**config.mk**
```make
export PLATFORM = sky130hd
export DESIGN_NAME = image_dram_reader
export DESIGN_NICKNAME = d
export VERILOG_FILES = /design/src/rtl/image_dram_reader.sv
export SDC_FILE = /design/constraint.sdc
export NUM_CORES = 1
export LEC_CHECK = 0
export CAP_MARGIN = 0
export CORE_ASPECT_RATIO = 2
export CORE_MARGIN = 8
export CORE_UTILIZATION = 40
export CTS_BUF_LIST = sky130_fd_sc_hd__clkbuf_8
export CTS_CLUSTER_SIZE = 24
export DETAILED_ROUTE_END_ITERATION = 8
export PLACE_DENSITY = 0.74
export SLEW_MARGIN = 15
export SYNTH_ARGS = -nofsm -noshare
export SYNTH_HDL_FRONTEND = slang
export SYNTH_SLANG_ARGS = --single-unit
```
**constraint.sdc**
```tcl
create_clock -name m_axi_aclk -period 4.14 [get_ports m_axi_aclk]
set_clock_uncertainty 0.2 [all_clocks]
set_input_delay 0.828 -clock m_axi_aclk [delete_from_list [all_inputs] [get_ports m_axi_aclk]]
set_output_delay 0.828 -clock m_axi_aclk [all_outputs]
set_load 0.02 [all_outputs]
```
**src/rtl/image_dram_reader.sv**
```systemverilog
// image_dram_reader: AXI4 burst read master streaming a frame buffer onto AXI4-Stream with SOF/EOF markers.
module image_dram_reader #(
  parameter int ADDR_WIDTH = 64,
  parameter int DATA_WIDTH = 128,
  parameter int BURST_LEN  = 16
) (
  input  logic                  m_axi_aclk,
  input  logic                  m_axi_aresetn,
  input  logic                  start,
  input  logic                  stop,
  input  logic                  auto_restart,
  input  logic [ADDR_WIDTH-1:0] frame_start_addr,
  input  logic [ADDR_WIDTH-1:0] frame_end_addr,
  output logic                  busy,
  output logic                  frame_done,
  output logic                  error,
  output logic [ADDR_WIDTH-1:0] m_axi_araddr,
  output logic [7:0]            m_axi_arlen,
  output logic [2:0]            m_axi_arsize,
  output logic [1:0]            m_axi_arburst,
  output logic [3:0]            m_axi_arcache,
  output logic [2:0]            m_axi_arprot,
  output logic                  m_axi_arvalid,
  input  logic                  m_axi_arready,
  input  logic [DATA_WIDTH-1:0] m_axi_rdata,
  input  logic [1:0]            m_axi_rresp,
  input  logic                  m_axi_rlast,
  input  logic                  m_axi_rvalid,
  output logic                  m_axi_rready,
  output logic [DATA_WIDTH-1:0] m_axis_tdata,
  output logic                  m_axis_tvalid,
  input  logic                  m_axis_tready,
  output logic                  m_axis_tuser,
  output logic                  m_axis_tlast
);
  localparam int BEAT_BYTES  = DATA_WIDTH / 8;
  localparam int BURST_BYTES = BURST_LEN * BEAT_BYTES;
  localparam int OFS         = $clog2(BURST_BYTES);
  typedef enum logic [1:0] {IDLE, ADDR, DATA} state_t;
  state_t state;
  logic [ADDR_WIDTH-1:0] start_addr, end_addr, cur_addr, next_addr;
  logic sof, r_hs, t_hs, last_burst, bad;
  assign m_axi_arlen   = 8'(BURST_LEN - 1);
  assign m_axi_arsize  = 3'($clog2(BEAT_BYTES));
  assign m_axi_arburst = 2'b01;
  assign m_axi_arcache = 4'b0011;
  assign m_axi_arprot  = 3'b000;
  assign m_axi_araddr  = cur_addr;
  assign m_axi_arvalid = state == ADDR;
  // The single output slot accepts a new beat whenever it is empty or draining this cycle.
  assign m_axi_rready  = (state == DATA) && (!m_axis_tvalid || m_axis_tready);
  assign r_hs          = m_axi_rvalid && m_axi_rready;
  assign t_hs          = m_axis_tvalid && m_axis_tready;
  assign next_addr     = cur_addr + ADDR_WIDTH'(BURST_BYTES);
  assign last_burst    = next_addr == end_addr;
  assign busy          = (state != IDLE) || m_axis_tvalid;
  assign frame_done    = t_hs && m_axis_tlast;
  assign bad           = (|frame_start_addr[OFS-1:0]) || (|frame_end_addr[OFS-1:0]) ||
                         (frame_end_addr <= frame_start_addr);
  always_ff @(posedge m_axi_aclk or negedge m_axi_aresetn) begin
    if (!m_axi_aresetn) begin
      state         <= IDLE;
      start_addr    <= '0;
      end_addr      <= '0;
      cur_addr      <= '0;
      sof           <= 1'b0;
      error         <= 1'b0;
      m_axis_tdata  <= '0;
      m_axis_tvalid <= 1'b0;
      m_axis_tuser  <= 1'b0;
      m_axis_tlast  <= 1'b0;
    end else begin
      if (t_hs) m_axis_tvalid <= 1'b0;
      if (r_hs) begin
        m_axis_tvalid <= 1'b1;
        m_axis_tdata  <= m_axi_rdata;
        m_axis_tuser  <= sof;
        m_axis_tlast  <= m_axi_rlast && last_burst;
        sof           <= 1'b0;
        if (m_axi_rresp != 2'b00) error <= 1'b1;
      end
      case (state)
        IDLE: if (start && !m_axis_tvalid) begin
          start_addr <= frame_start_addr;
          end_addr   <= frame_end_addr;
          cur_addr   <= frame_start_addr;
          sof        <= 1'b1;
          error      <= bad;
          state      <= bad ? IDLE : ADDR;
        end
        ADDR: if (m_axi_arready) state <= DATA;
        DATA: if (r_hs && m_axi_rlast) begin
          if (last_burst && auto_restart && !stop) begin
            cur_addr <= start_addr;
            sof      <= 1'b1;
            state    <= ADDR;
          end else begin
            cur_addr <= next_addr;
            state    <= (last_burst || stop) ? IDLE : ADDR;
          end
        end
        default: state <= IDLE;
      endcase
    end
  end
endmodule

```
==> flow_metrics.tcl, run 1 <==
set metrics [dict create \
    fin_crit_sh 0.969 \
    hold_viol 0 \
    critical_path_class "flip-flop to flip-flop" \
    die_h_um 325 \
    avgRoutedWirePerCell_um 23.1 \
    rsz0062_at_grt "false" \
    path_cells "nand4_1, or4_1, or3_1, xnor2_1, buf_4, nand4_1, and4bb_1, nand4_1, buf_4, nor2_4, buf_4, buf_4, o22ai_1, a211oi_2" \
    synth_most_common_cell "nand2_1" \
    syn_inst 2291 \
    grt_antenna_before_repair 6 \
    syn-cell-area_um2 19000 \
    grt_pass1_vias 19800 \
    postCtsSetupBuffers 0 \
    syn_area_per_cell_um2 8.31 \
    num_vias 19500 \
    worstPathMaxFanout 17 \
    firstDrtPassIters 5 \
    vdd_drop_max_uv 293 \
    seq_area_frac_synth 0.430 \
    post_synth_fa_ha_maj_area_fraction 0.0427 \
    synth_edf_count 0 \
    finalMaxSlewViolations 0 \
    vias_per_cell 5.52 \
    rows 113 \
    clk_pin_slew_ns 0.07 \
    hold_slack_ns 0.271 \
    yosys.area.top_type "dfrtp_1" \
    synth_top_family_by_area "simple AND/OR/NAND/NOR gates" \
    clock_latency_ns 0.65 \
    synth_compound_area_frac 0.110 \
    hold_class "flip-flop to flip-flop" \
    synthToLayoutAreaGrowth_pct 39.2 \
    yosys.area_share.simple 0.295 \
    cts_buffer_depth 3 \
    synth.area.mux_share 0.00572 \
    required_ns 4.50 \
    arrival_ns 4.37 \
    grtUsageTotal 0.288 \
    yosys-top-cells-area "dfrtp_1 (43%), nand2_1 (14%), ha_1 (4.3%), xnor2_1 (3.1%), nand3_1 (2.9%)" \
    power_density_nw_per_um2 351 \
    start_util 0.403 \
    setup_tns_ns 0 \
    drc 0 \
    ys_types 83 \
    maxCapViolCount 0 \
    crit_buf_inv 4 \
    ys_async_sr_fraction 1.00 \
    cp-end-kind "flip-flop" \
    design.die.area_um2 55200 \
    drt_iter0_markers 1882 \
    pin_count 487 \
    fin_crit_ns 4.01 \
    yosys_warnings 0 \
    grt_max_degree 85 \
    crit_family "simple AND/OR/NAND/NOR gates" \
    cts_tree "yes" \
    tightest_slew_ns 0.897 \
    core_um2 47200 \
    synth_ff_type "dfrtp_1" \
    cpPeakStageDelay_ns 0.71 \
    drive_gt1_frac 0.109 \
    clockRootBuffer "clkbuf_8" \
    dieWidth_um 170 \
    htreeDepth 2 \
    drt_wl_total_um 81400 \
    maxSlewHeadroom 0.396 \
    cp_common_cell "buf_4" \
    clock.fmax_ghz 0.249 \
    numCtsBuffers 50 \
    grt.overflow.total 0 \
    p_leak_uw 0.0123 \
    final_nets 3182 \
    grt_pass1_wl_um 122000 \
    synth_top_area_frac 0.430 \
    cp_slowest_cell "or4_1" \
    ys_ff_latch 327 \
    antenna_left 0 \
    setup_violations 0 \
    status "completed" \
    cts_sinks 327 \
    synth_xor_xnor_area_share 0.0574 \
    startpoint_type "flip-flop" \
    yosys-top-cells-count "nand2_1 (717), dfrtp_1 (327), clkbuf_1 (114)" \
    hpwl_um 63700 \
    r2r_slack_ns 0.13 \
    place.gp.congestion 0.971 \
    port_buffers 466 \
]
## flip-flops by register name, summed over array words and instances (netlist names), 2 cells and up
name          flops
m_axi_araddr     64
m_axis_tdata    128
state             2
end_addr         64
start_addr       64
## final cells by class
cell class                      count  area (µm²)
Fill cell                        4391       20700
Multi-Input combinational cell   1731        9850
Sequential cell                   327        8180
Timing Repair Buffer              666        6270
Clock buffer                       66         908
Tap cell                          632         791
Inverter                           74         278
Clock inverter                     26         201
Antenna cell                        5        12.5
## worst register-to-register path: stages (launching register included)
cell,delay (ns)
dfrtp_1,0.43
nand4_1,0.23
or4_1,0.72
or3_1,0.45
xnor2_1,0.19
buf_4,0.16
nand4_1,0.08
and4bb_1,0.29
nand4_1,0.14
buf_4,0.19
nor2_4,0.13
buf_4,0.23
buf_4,0.26
o22ai_1,0.13
a211oi_2,0.14
## power by group
part | internal (µW) | leakage, µW | switching [µW]
clock network | 1570 | 0.000613 | 1410
registers | 3490 | 0.00420 | 287
logic | 1140 | 0.00751 | 1390
total | 6210 | 0.0123 | 3080
## final timing paths
path                                         startpoint                       endpoint  cells past startpoint
hold reg to reg            m_axis_tdata[90]$_DFFE_PN0P_   m_axis_tdata[90]$_DFFE_PN0P_                      2
setup / recovery           m_axi_araddr[18]$_DFFE_PN0P_    m_axi_araddr[0]$_DFFE_PN0P_                     14
min in group asynchronous                 m_axi_aresetn       end_addr[45]$_DFFE_PN0P_                      2
max in group asynchronous                 m_axi_aresetn  m_axis_tdata[121]$_DFFE_PN0P_                      3
setup reg to reg           m_axi_araddr[18]$_DFFE_PN0P_    m_axi_araddr[0]$_DFFE_PN0P_                     14
hold / removal             m_axis_tdata[90]$_DFFE_PN0P_   m_axis_tdata[90]$_DFFE_PN0P_                      2
## cells in the final DEF, fill, tap and decap left out, types with 30 or more instances in the layout
cell type,netlist,final
nand2_1,717,715
clkdlybuf4s50_1,0,465
dfrtp_1,327,327
buf_4,26,191
nand3_1,109,109
o21ai_0,91,91
inv_1,74,83
nor2_1,69,69
nand4_1,67,67
xnor2_1,67,67
clkbuf_8,0,66
ha_1,65,65
or3_1,63,62
a22oi_1,41,41
xor2_1,37,37
a21o_1,32,32
nor3_1,33,31
nor4_1,33,30
## repair_timing
action,CTS,global route
gates resized for setup,0,7
endpoints found under the hold margin,67,0
setup endpoints to repair,0,48
hold buffers,1,0
## metal layers
metal	wire, µm	track usage
met1	31100	0.343
met4	2840	0.104
met2	39200	0.481
met5	23	0
met3	8300	0.0875
## stage by stage
stage | worst slack [ns] | cells | area, µm² | utilization | power (µW)
after floorplan | 0.177 | 2309 | 19100 | - | 4990
after global placement | 0.00338 | 3429 | 25300 | 0.537 | 6290
after detailed placement | -0.0180 | 3429 | 25300 | 0.537 | 6320
after CTS | 0.0826 | 3522 | 26500 | 0.560 | 9340
after global routing | 0.000884 | 3525 | 26500 | 0.561 | 9690
final | 0.128 | 3527 | 26500 | 0.561 | 9290
## cell families (layout without fill, tap and decap cells)
group,Yosys count,count (layout)
multiplexers,10,10
adder cells (fa/ha/maj),65,65
AO/OA/AOI/OAI,306,306
XOR/XNOR,112,112
AND/OR/NAND/NOR,1218,1218
buffers and inverters,251,832
other,2,25
flip-flops,327,327
No activity file was read; power rests on OpenSTA's default activity.
==> run 2: changes to the inputs <==
--- a/config.mk
+++ b/config.mk
@@ -12,6 +12,7 @@
 export CTS_BUF_LIST = sky130_fd_sc_hd__clkbuf_8
 export CTS_CLUSTER_SIZE = 24
 export DETAILED_ROUTE_END_ITERATION = 8
+export GPL_TIMING_DRIVEN = 0
 export PLACE_DENSITY = 0.74
 export SLEW_MARGIN = 15
 export SYNTH_ARGS = -nofsm -noshare
==> flow_metrics.tcl, run 2 (synthesized netlist as in run 1, its figures left out) <==
set metrics [dict create \
    r2r_end "m_axi_araddr[54]$_DFFE_PN0P_" \
    layout_common_cells "nand2_1 (716), clkdlybuf4s50_1 (465), dfrtp_1 (311)" \
    htreeDepth 2 \
    antenna_left 0 \
    whs_endpoint "m_axis_tdata[13]$_DFFE_PN0P_" \
    port_buffers 466 \
    cts_buffer_depth 3 \
    dieWidth_um 170 \
    grt_antenna_before_repair 7 \
    clockRootBuffer "clkbuf_8" \
    drt_wl_total_um 91600 \
    hold_start "m_axis_tdata[13]$_DFFE_PN0P_" \
    r2r_cells 15 \
    num_vias 19900 \
    cp-end-kind "flip-flop" \
    largest_reg_flops 128 \
    place.gp.congestion 1.00 \
    firstDrtPassIters 5 \
    path_cells "clkbuf_2, and4_2, nand4_1, or4_4, mux2_4, nor4_4, and4_4, nand4_4, nor2_4, buf_12, buf_8, buf_12, buf_12, nand3_2, nand3_2" \
    hpwl_um 71300 \
    regMostFlops "m_axis_tdata" \
    clock_latency_ns 0.65 \
    die_h_um 325 \
    hold_viol 0 \
    final_nets 3190 \
    r2r-start "m_axi_araddr[35]$_DFFE_PN0P_" \
    core_um2 47200 \
    grtUsageTotal 0.323 \
    cts_sinks 327 \
    stdcell_area_um2 26700 \
    hold_slack_ns 0.272 \
    hold_class "flip-flop to flip-flop" \
    cp_common_cell "buf_12" \
    power_density_nw_per_um2 343 \
    synthToLayoutAreaGrowth_pct 40.5 \
    fin_crit_ns 4.10 \
    start_util 0.403 \
    grt_max_degree 95 \
    hold_path_depth 2 \
    clk_pin_slew_ns 0.07 \
    status "completed" \
    final_common_cell "nand2_1" \
    vias_per_cell 5.64 \
    cts_tree "yes" \
    rows 113 \
    cp_slowest_cell "or4_4" \
    arrival_ns 4.47 \
    grt_pass1_wl_um 133000 \
    drt_iter0_markers 1732 \
    finalMaxSlewViolations 0 \
    worstPathMaxFanout 10 \
    pin_count 487 \
    design.die.area_um2 55200 \
    drive_gt1_frac 0.107 \
    vdd_drop_max_uv 306 \
    grt.overflow.total 0 \
    dpl-instance-area_um2 24600 \
    drc 0 \
    avgRoutedWirePerCell_um 26.0 \
    numCtsBuffers 50 \
    cpPeakStageDelay_ns 0.61 \
    grt_pass1_vias 20400 \
    startpoint_type "flip-flop" \
    setup_violations 0 \
    required_ns 4.51 \
    clock.fmax_ghz 0.244 \
    r2r_slack_ns 0.04 \
    tightest_slew_ns 1.25 \
    fin_crit_sh 0.992 \
    maxCapViolCount 0 \
    critical_path_class "flip-flop to flip-flop" \
    p_leak_uw 0.0122 \
    maxSlewHeadroom 0.162 \
    rsz0062_at_grt "true" \
]
[run 2: worst max path at each step]
| stage | startpoint | endpoint | slack, ns |
|---|---|---|---|
| after CTS | m_axi_araddr[15]$_DFFE_PN0P_ | m_axi_araddr[29]$_DFFE_PN0P_ | 0.001 |
| after detailed placement | m_axi_araddr[8]$_DFFE_PN0P_ | m_axi_araddr[13]$_DFFE_PN0P_ | -1.73 |
| after global routing | m_axi_araddr[22]$_DFFE_PN0P_ | m_axi_araddr[46]$_DFFE_PN0P_ | -0.03 |
| final | m_axi_araddr[35]$_DFFE_PN0P_ | m_axi_araddr[54]$_DFFE_PN0P_ | 0.04 |
| after global placement | m_axi_aresetn | m_axis_tdata[55]$_DFFE_PN0P_ | -12.79 |
| after floorplan | m_axi_araddr[35]$_DFFE_PN0P_ | m_axi_araddr[39]$_DFFE_PN0P_ | 0.18 |
[run 2: routing by layer]
layer  vias up  part of all wire  track usage
li1       8953                 -            -
met1      9495              0.36        0.366
met2      1171              0.46        0.518
met3       264              0.10       0.0998
met4         4             0.072        0.204
met5         -           0.00028            0
[run 2: area by class of cell]
cell class | count | area (µm²)
Fill cell | 4319 | 20500
Tap cell | 632 | 791
Timing Repair Buffer | 524 | 5200
Clock buffer | 61 | 840
Multi-Input combinational cell | 1731 | 10400
Buffer | 150 | 857
Inverter | 74 | 278
Antenna cell | 4 | 10.0
Clock inverter | 23 | 156
Sequential cell | 327 | 8200
[run 2: stage by stage]
step           total power (µW)  setup WS (ns)  TNS (ns)  std cells   util
2_1_floorplan              4990          0.177         0       2309      -
3_3_place_gp               6230         -12.79  -4259.61       3407  0.520
3_5_place_dp               6260          -1.73   -111.40       3410  0.522
4_1_cts                    9150        0.00104         0       3516  0.558
5_1_grt                    9540        -0.0293    -0.441       3522  0.566
6_report                   9180         0.0351         0       3526  0.566
[run 2: timing repair]
item | in CTS | in global routing
hold buffers | 1 | 0
resized for setup | 110 | 69
pin swaps | 21 | 22
buffers inserted | 41 | 13
setup endpoints to repair | 68 | 68
hold endpoints to repair | 59 | 0
[run 2: critical path: cells and delay by family, from the launching register on]
family,cells,cell delay [ns]
flops,1,0.41
simple gates,9,2.20
mux,1,0.34
buf+inv,5,0.86
[run 2: report_power, final]
group | switching [µW] | total, µW | internal, µW
registers | 360 | 3850 | 3490
clock network | 1410 | 2820 | 1400
logic | 1420 | 2510 | 1090
